**src/rtl/rggen_apb_bit_field_access_bridge.sv**
```systemverilog
// rggen_apb_bit_field_access_bridge: APB4 slave that turns each transfer into exactly one register access strobe
//   i_clk, i_rst_n             clock, asynchronous active-low reset
//   i_psel .. i_pwdata         APB4 request
//   o_pready/o_prdata/o_pslverr APB4 response, two wait states
//   o_valid                    one-hot per-register strobe, high for exactly one cycle
//   o_read_mask/o_write_mask/o_write_data  shared access qualifiers, valid with o_valid
//   i_read_data                concatenated register values, register i at [i*BUS_WIDTH +: BUS_WIDTH]
module rggen_apb_bit_field_access_bridge #(
   parameter int ADDRESS_WIDTH = 8,
   parameter int BUS_WIDTH     = 32,
   parameter int REGISTERS     = 4,
   parameter int BASE_ADDRESS  = 0,
   parameter int ERROR_STATUS  = 1
) (
   input  logic                           i_clk,
   input  logic                           i_rst_n,
   input  logic                           i_psel,
   input  logic                           i_penable,
   input  logic [ADDRESS_WIDTH-1:0]       i_paddr,
   input  logic                           i_pwrite,
   input  logic [BUS_WIDTH/8-1:0]         i_pstrb,
   input  logic [BUS_WIDTH-1:0]           i_pwdata,
   output logic                           o_pready,
   output logic [BUS_WIDTH-1:0]           o_prdata,
   output logic                           o_pslverr,
   output logic [REGISTERS-1:0]           o_valid,
   output logic [BUS_WIDTH-1:0]           o_read_mask,
   output logic [BUS_WIDTH-1:0]           o_write_mask,
   output logic [BUS_WIDTH-1:0]           o_write_data,
   input  logic [REGISTERS*BUS_WIDTH-1:0] i_read_data
);
   localparam int BYTES = BUS_WIDTH / 8;
   localparam int SHIFT = $clog2(BYTES);
   localparam int IW    = (REGISTERS > 1) ? $clog2(REGISTERS) : 1;
   localparam logic [ADDRESS_WIDTH-1:0] BASE = ADDRESS_WIDTH'(BASE_ADDRESS);
   typedef enum logic [1:0] {IDLE, ACCESS, RESPONSE} state_t;
   state_t                   state;
   logic [ADDRESS_WIDTH:0]   diff;
   logic [ADDRESS_WIDTH-1:0] word;
   logic                     hit_c;
   logic [IW-1:0]            index_c;
   logic [BUS_WIDTH-1:0]     wmask_c;
   logic                     hit;
   logic                     is_write;
   logic [IW-1:0]            index;
   // The extra top bit of diff is the borrow: set when the address lies below the base.
   always_comb begin
      diff    = {1'b0, i_paddr} - {1'b0, BASE};
      word    = diff[ADDRESS_WIDTH-1:0] >> SHIFT;
      hit_c   = !diff[ADDRESS_WIDTH] && (word < ADDRESS_WIDTH'(REGISTERS));
      index_c = IW'(word);
      wmask_c = '0;
      for (int b = 0; b < BYTES; b++) wmask_c[8*b +: 8] = {8{i_pstrb[b]}};
   end
   // Transfers are accepted only in IDLE, so a response held by the master can never relaunch a strobe.
   always_ff @(posedge i_clk or negedge i_rst_n) begin
      if (!i_rst_n) begin
         state        <= IDLE;
         hit          <= 1'b0;
         is_write     <= 1'b0;
         index        <= '0;
         o_pready     <= 1'b0;
         o_prdata     <= '0;
         o_pslverr    <= 1'b0;
         o_valid      <= '0;
         o_read_mask  <= '0;
         o_write_mask <= '0;
         o_write_data <= '0;
      end else begin
         case (state)
            IDLE: if (i_psel && i_penable) begin
               state        <= ACCESS;
               hit          <= hit_c;
               is_write     <= i_pwrite;
               index        <= index_c;
               o_valid      <= hit_c ? REGISTERS'(1) << index_c : '0;
               o_read_mask  <= i_pwrite ? '0 : '1;
               o_write_mask <= i_pwrite ? wmask_c : '0;
               o_write_data <= i_pwrite ? i_pwdata : '0;
            end
            ACCESS: begin
               state        <= RESPONSE;
               o_valid      <= '0;
               o_read_mask  <= '0;
               o_write_mask <= '0;
               o_write_data <= '0;
               o_pready     <= 1'b1;
               o_prdata     <= (hit && !is_write) ? i_read_data[index*BUS_WIDTH +: BUS_WIDTH] : '0;
               o_pslverr    <= !hit && (ERROR_STATUS != 0);
            end
            default: begin
               state     <= IDLE;
               o_pready  <= 1'b0;
               o_prdata  <= '0;
               o_pslverr <= 1'b0;
            end
         endcase
      end
   end
endmodule

```
**config.mk**
```make
export PLATFORM = sky130hd
export DESIGN_NAME = rggen_apb_bit_field_access_bridge
export DESIGN_NICKNAME = d
export VERILOG_FILES = /design/src/rtl/rggen_apb_bit_field_access_bridge.sv
export SDC_FILE = /design/constraint.sdc
export NUM_CORES = 1
export LEC_CHECK = 0
export BUFFER_PORTS_ARGS = -buffer_cell sky130_fd_sc_hd__buf_2
export CORE_AREA = 2 2 119 121
export DETAILED_ROUTE_END_ITERATION = 6
export DIE_AREA = 0 0 121 123
export HOLD_SLACK_MARGIN = 0.08
export PLACE_DENSITY = 0.68
export SLEW_MARGIN = 0
export SYNTH_ARGS = -nofsm -noshare
export SYNTH_HDL_FRONTEND = slang
export SYNTH_SLANG_ARGS = --single-unit
```
**constraint.sdc**
```tcl
create_clock -name i_clk -period 3.1 [get_ports i_clk]
set_input_delay 0.775 -clock i_clk [delete_from_list [all_inputs] [get_ports i_clk]]
set_output_delay 0.775 -clock i_clk [all_outputs]
set_load 0.1 [all_outputs]
```
==> summary.md <==
| Metric | Value |
|---|---|
| Nets@finish | `793` |
| Final worst-path cycle share | `78.05%` |
| Final setup fails | `0` |
| Final min period | `2.420 ns` |
| Initial core utilization | `33.09%` |
| Pint | `2.445 mW` |
| Grt total ovfl | `0` |
| Worst EP required | `2.32 ns` |
| Reg power frac | `26.5%` |
| Min-delay worst type | `in2async` |
| Status | `completed` |
| Post-Syn Instances | `386` |
| CP bufs+invs | `1` |
| Yosys cell types | `21` |
| Post-CTS Hold Buffers | `0` |
| Combinational power share | `46.3%` |
| Critical Path Sink Type | `output pin` |
| Total core area | `13610 µm²` |
| Share of cells above drive strength 1 | `58.87%` |
| Drt wl/cell | `16.02 µm` |
| Sink Count | `81` |
| H-tree levels | `3` |
| Worst-Margin Slew | `0.6977 ns` |
| Placed inst area | `5720 µm²` |
| Type of origin of the critical path | `flip-flop` |
| Net load switching power | `2.251 mW` |
| Slowest-stage cell, CP | `dfrtp_1` |
| MaxCap Viol Count | `0` |
| CP max stage delay | `0.76 ns` |
| Worst path arrival time | `1.64 ns` |
| Die Wd | `121 µm` |
| Peak Freq | `0.4133 GHz` |
| TritonCTS Buffers | `9` |
| Vias in the first global route | `3757` |
| Worst R2R Path Depth | `3` |
| Post-CTS setup buffers | `0` |
| Maximum VDD drop | `0.0005230 V` |
| Reg2reg end | `o_prdata[6]$_DFFE_PN0P_` |
| Register area share after synthesis | `45.00%` |
| Class of the most critical setup path | `reg2out` |
| Sw frac | `47.94%` |
| Worst skew pair latency | `0.33 ns` |
| Clock slew at reported path FFs | `0.06 ns` |
| DR iter-0 viols | `283` |
| Largest delay share family, worst path | `flip-flops` |
| LEAKAGE | `3.220 nW` |
| RSZ-0062 raised after global routing | `no` |
| CP Max Fanout | `33` |
| Final antenna-violating net count | `0` |
| Finished Layout Cells | `800` |
| Hpwl dp | `9839 µm` |
| Max_slew headroom | `53.49%` |
| Avg Synthesized Cell Area | `11.67 µm²` |
| Final Hold Fails | `0` |
| Clock power share | `27.2%` |
| PostCTS Resize Cnt | `0` |
| Final wirelength | `12820 µm` |
| Synth Cell Area | `4504 µm²` |
| Placed cells | `785` |
| Worst reg2reg path startpoint | `index[0]$_DFFE_PN0P_` |
| Setup TNS | `0 ns` |
| Syn_nets | `563` |
| Std-Cell Rows | `43` |
| Drc violations | `0` |
| CTS tree | `yes` |
| Post-layout instance area | `6078 µm²` |
| Worst-case clock buffer depth | `2` |
| Area grow syn2layout | `34.94%` |
| Via density | `4.983` |
| Die area | `14880 µm²` |
| Worst Skew | `0.007237 ns` |
| CTS root buffer | `clkbuf_16` |
| Flops & latches, synth | `81` |
| Final Wtd Congestion | `0.8619` |
| First-pass GRT wire length | `18930 µm` |
| Largest net degree at the start of global routing | `78` |
| Count of pins over their slew limit | `0` |
| PortBufs | `308` |
| Drt first pass iters | `5` |
| Pwr dens | `772.5 nW/µm²` |
| Global Route Usage Sum | `16.19%` |
| Reg2Reg Setup Slack | `1.18 ns` |
| Yosys Warn Count | `0` |
| Die Ht | `123 µm` |
| Crit path cell chain | `buf_2` |
| Inserted Diodes | `0` |
| # IOs | `311` |
| Antenna violations before repair | `2` |
| Detailed-route via count | `3986` |
[metal layers]
| metal | part of all wire (%) | GRT usage, % |
|---|---|---|
| met5 | 0.19 | 0 |
| met4 | 2.7 | 6.541 |
| met3 | 6.9 | 3.644 |
| met2 | 51 | 28.09 |
| met1 | 39 | 19.53 |
[stage by stage]
step           hold WS [ns]  utilization [%]  worst slack [ns]  power [mW]
6_report             0.4028            44.65            0.6803       4.696
5_1_grt              0.4312            44.65            0.5112       4.877
4_1_cts              0.4092            44.65            0.6353       4.748
3_5_place_dp         0.4835            42.03             1.005       3.454
3_3_place_gp         0.4823            42.03             1.064       3.428
2_1_floorplan        0.4669                -            0.4919       3.216
[sequential cells by signal (all words and copies together), names as in the netlist]
| signal | count |
|---|---|
| hit | 1 |
| index | 2 |
| is_write | 1 |
| o_prdata | 32 |
| o_pready | 1 |
| o_pslverr | 1 |
| o_read_mask | 1 |
| o_valid | 4 |
| o_write_data | 32 |
| o_write_mask | 4 |
| state | 2 |
[worst register-to-register path, cell delays in order, from the launching register on]
cell	delay (ns)
dfrtp_2	0.75
buf_4	0.35
mux4_2	0.53
a22o_1	0.19
[cells by family after synthesis]
kind of cell / Yosys count / share of synthesized area (%)
and+or+nand+nor: 53 / 5.861
AOI/OAI and AO/OA: 117 / 17.78
muxes: 33 / 16.47
DFF: 81 / 45.00
buffers and inverters: 102 / 14.89
[final cells by class]
type	count	area, µm²
clock buffer	10	229.0
tap	180	225.2
sequential	81	2029
fill	1307	7533
clock inverter	5	128.9
timing repair buffer	317	1624
inverter	4	15.01
multi-input combinational	203	1827
[worst max-delay path by stage]
stage	cells past startpoint	to	slack, ns	startpoint
2_1_floorplan	1	o_read_mask[10]	0.49	o_read_mask[30]$_DFFE_PN0P_
4_1_cts	1	o_read_mask[1]	0.64	o_read_mask[30]$_DFFE_PN0P_
6_report	1	o_read_mask[1]	0.68	o_read_mask[30]$_DFFE_PN0P_
3_5_place_dp	1	o_read_mask[1]	1.00	o_read_mask[30]$_DFFE_PN0P_
3_3_place_gp	1	o_read_mask[25]	1.06	o_read_mask[30]$_DFFE_PN0P_
5_1_grt	1	o_read_mask[1]	0.51	o_read_mask[30]$_DFFE_PN0P_
[cell usage after synthesis]
master	instances	area, µm²
buf_6	5	56.30
a22o_1	32	280.3
mux4_2	29	653.1
nand2b_1	1	6.260
nor2_1	4	15.01
a21oi_1	1	5.000
nor3_2	1	10.01
buf_1	1	3.750
buf_2	11	55.05
nor4_1	1	6.260
clkbuf_1	18	67.56
buf_4	63	473.0
o21ai_0	46	230.2
mux4_1	3	78.83
mux2i_1	1	10.01
nand4bb_1	1	11.26
dfrtp_1	81	2027
o31ai_1	38	285.3
inv_1	4	15.01
nand3_1	37	185.2
nand2_1	8	30.03
[power by group through the flow]
| stage | logic (mW) | registers (mW) | clock network (mW) |
|---|---|---|---|
| 2_1_floorplan | 1.37 | 1.85 | 0 |
| 6_report | 2.17 | 1.24 | 1.28 |
| 3_5_place_dp | 2.19 | 1.26 | 0 |
| 5_1_grt | 2.25 | 1.26 | 1.36 |
| 4_1_cts | 2.19 | 1.25 | 1.31 |
| 3_3_place_gp | 2.17 | 1.25 | 0 |
[cells in the final DEF (no fill, tap or decap), types with 4 or more instances in the layout]
cell type,n
clkbuf_16,9
inv_1,4
buf_4,9
a22o_1,32
o31ai_1,38
bufinv_16,4
buf_2,307
mux4_2,29
dfrtp_1,79
o21ai_0,46
nand2_1,8
nand3_1,37
Power figures use the tool's default switching activity.
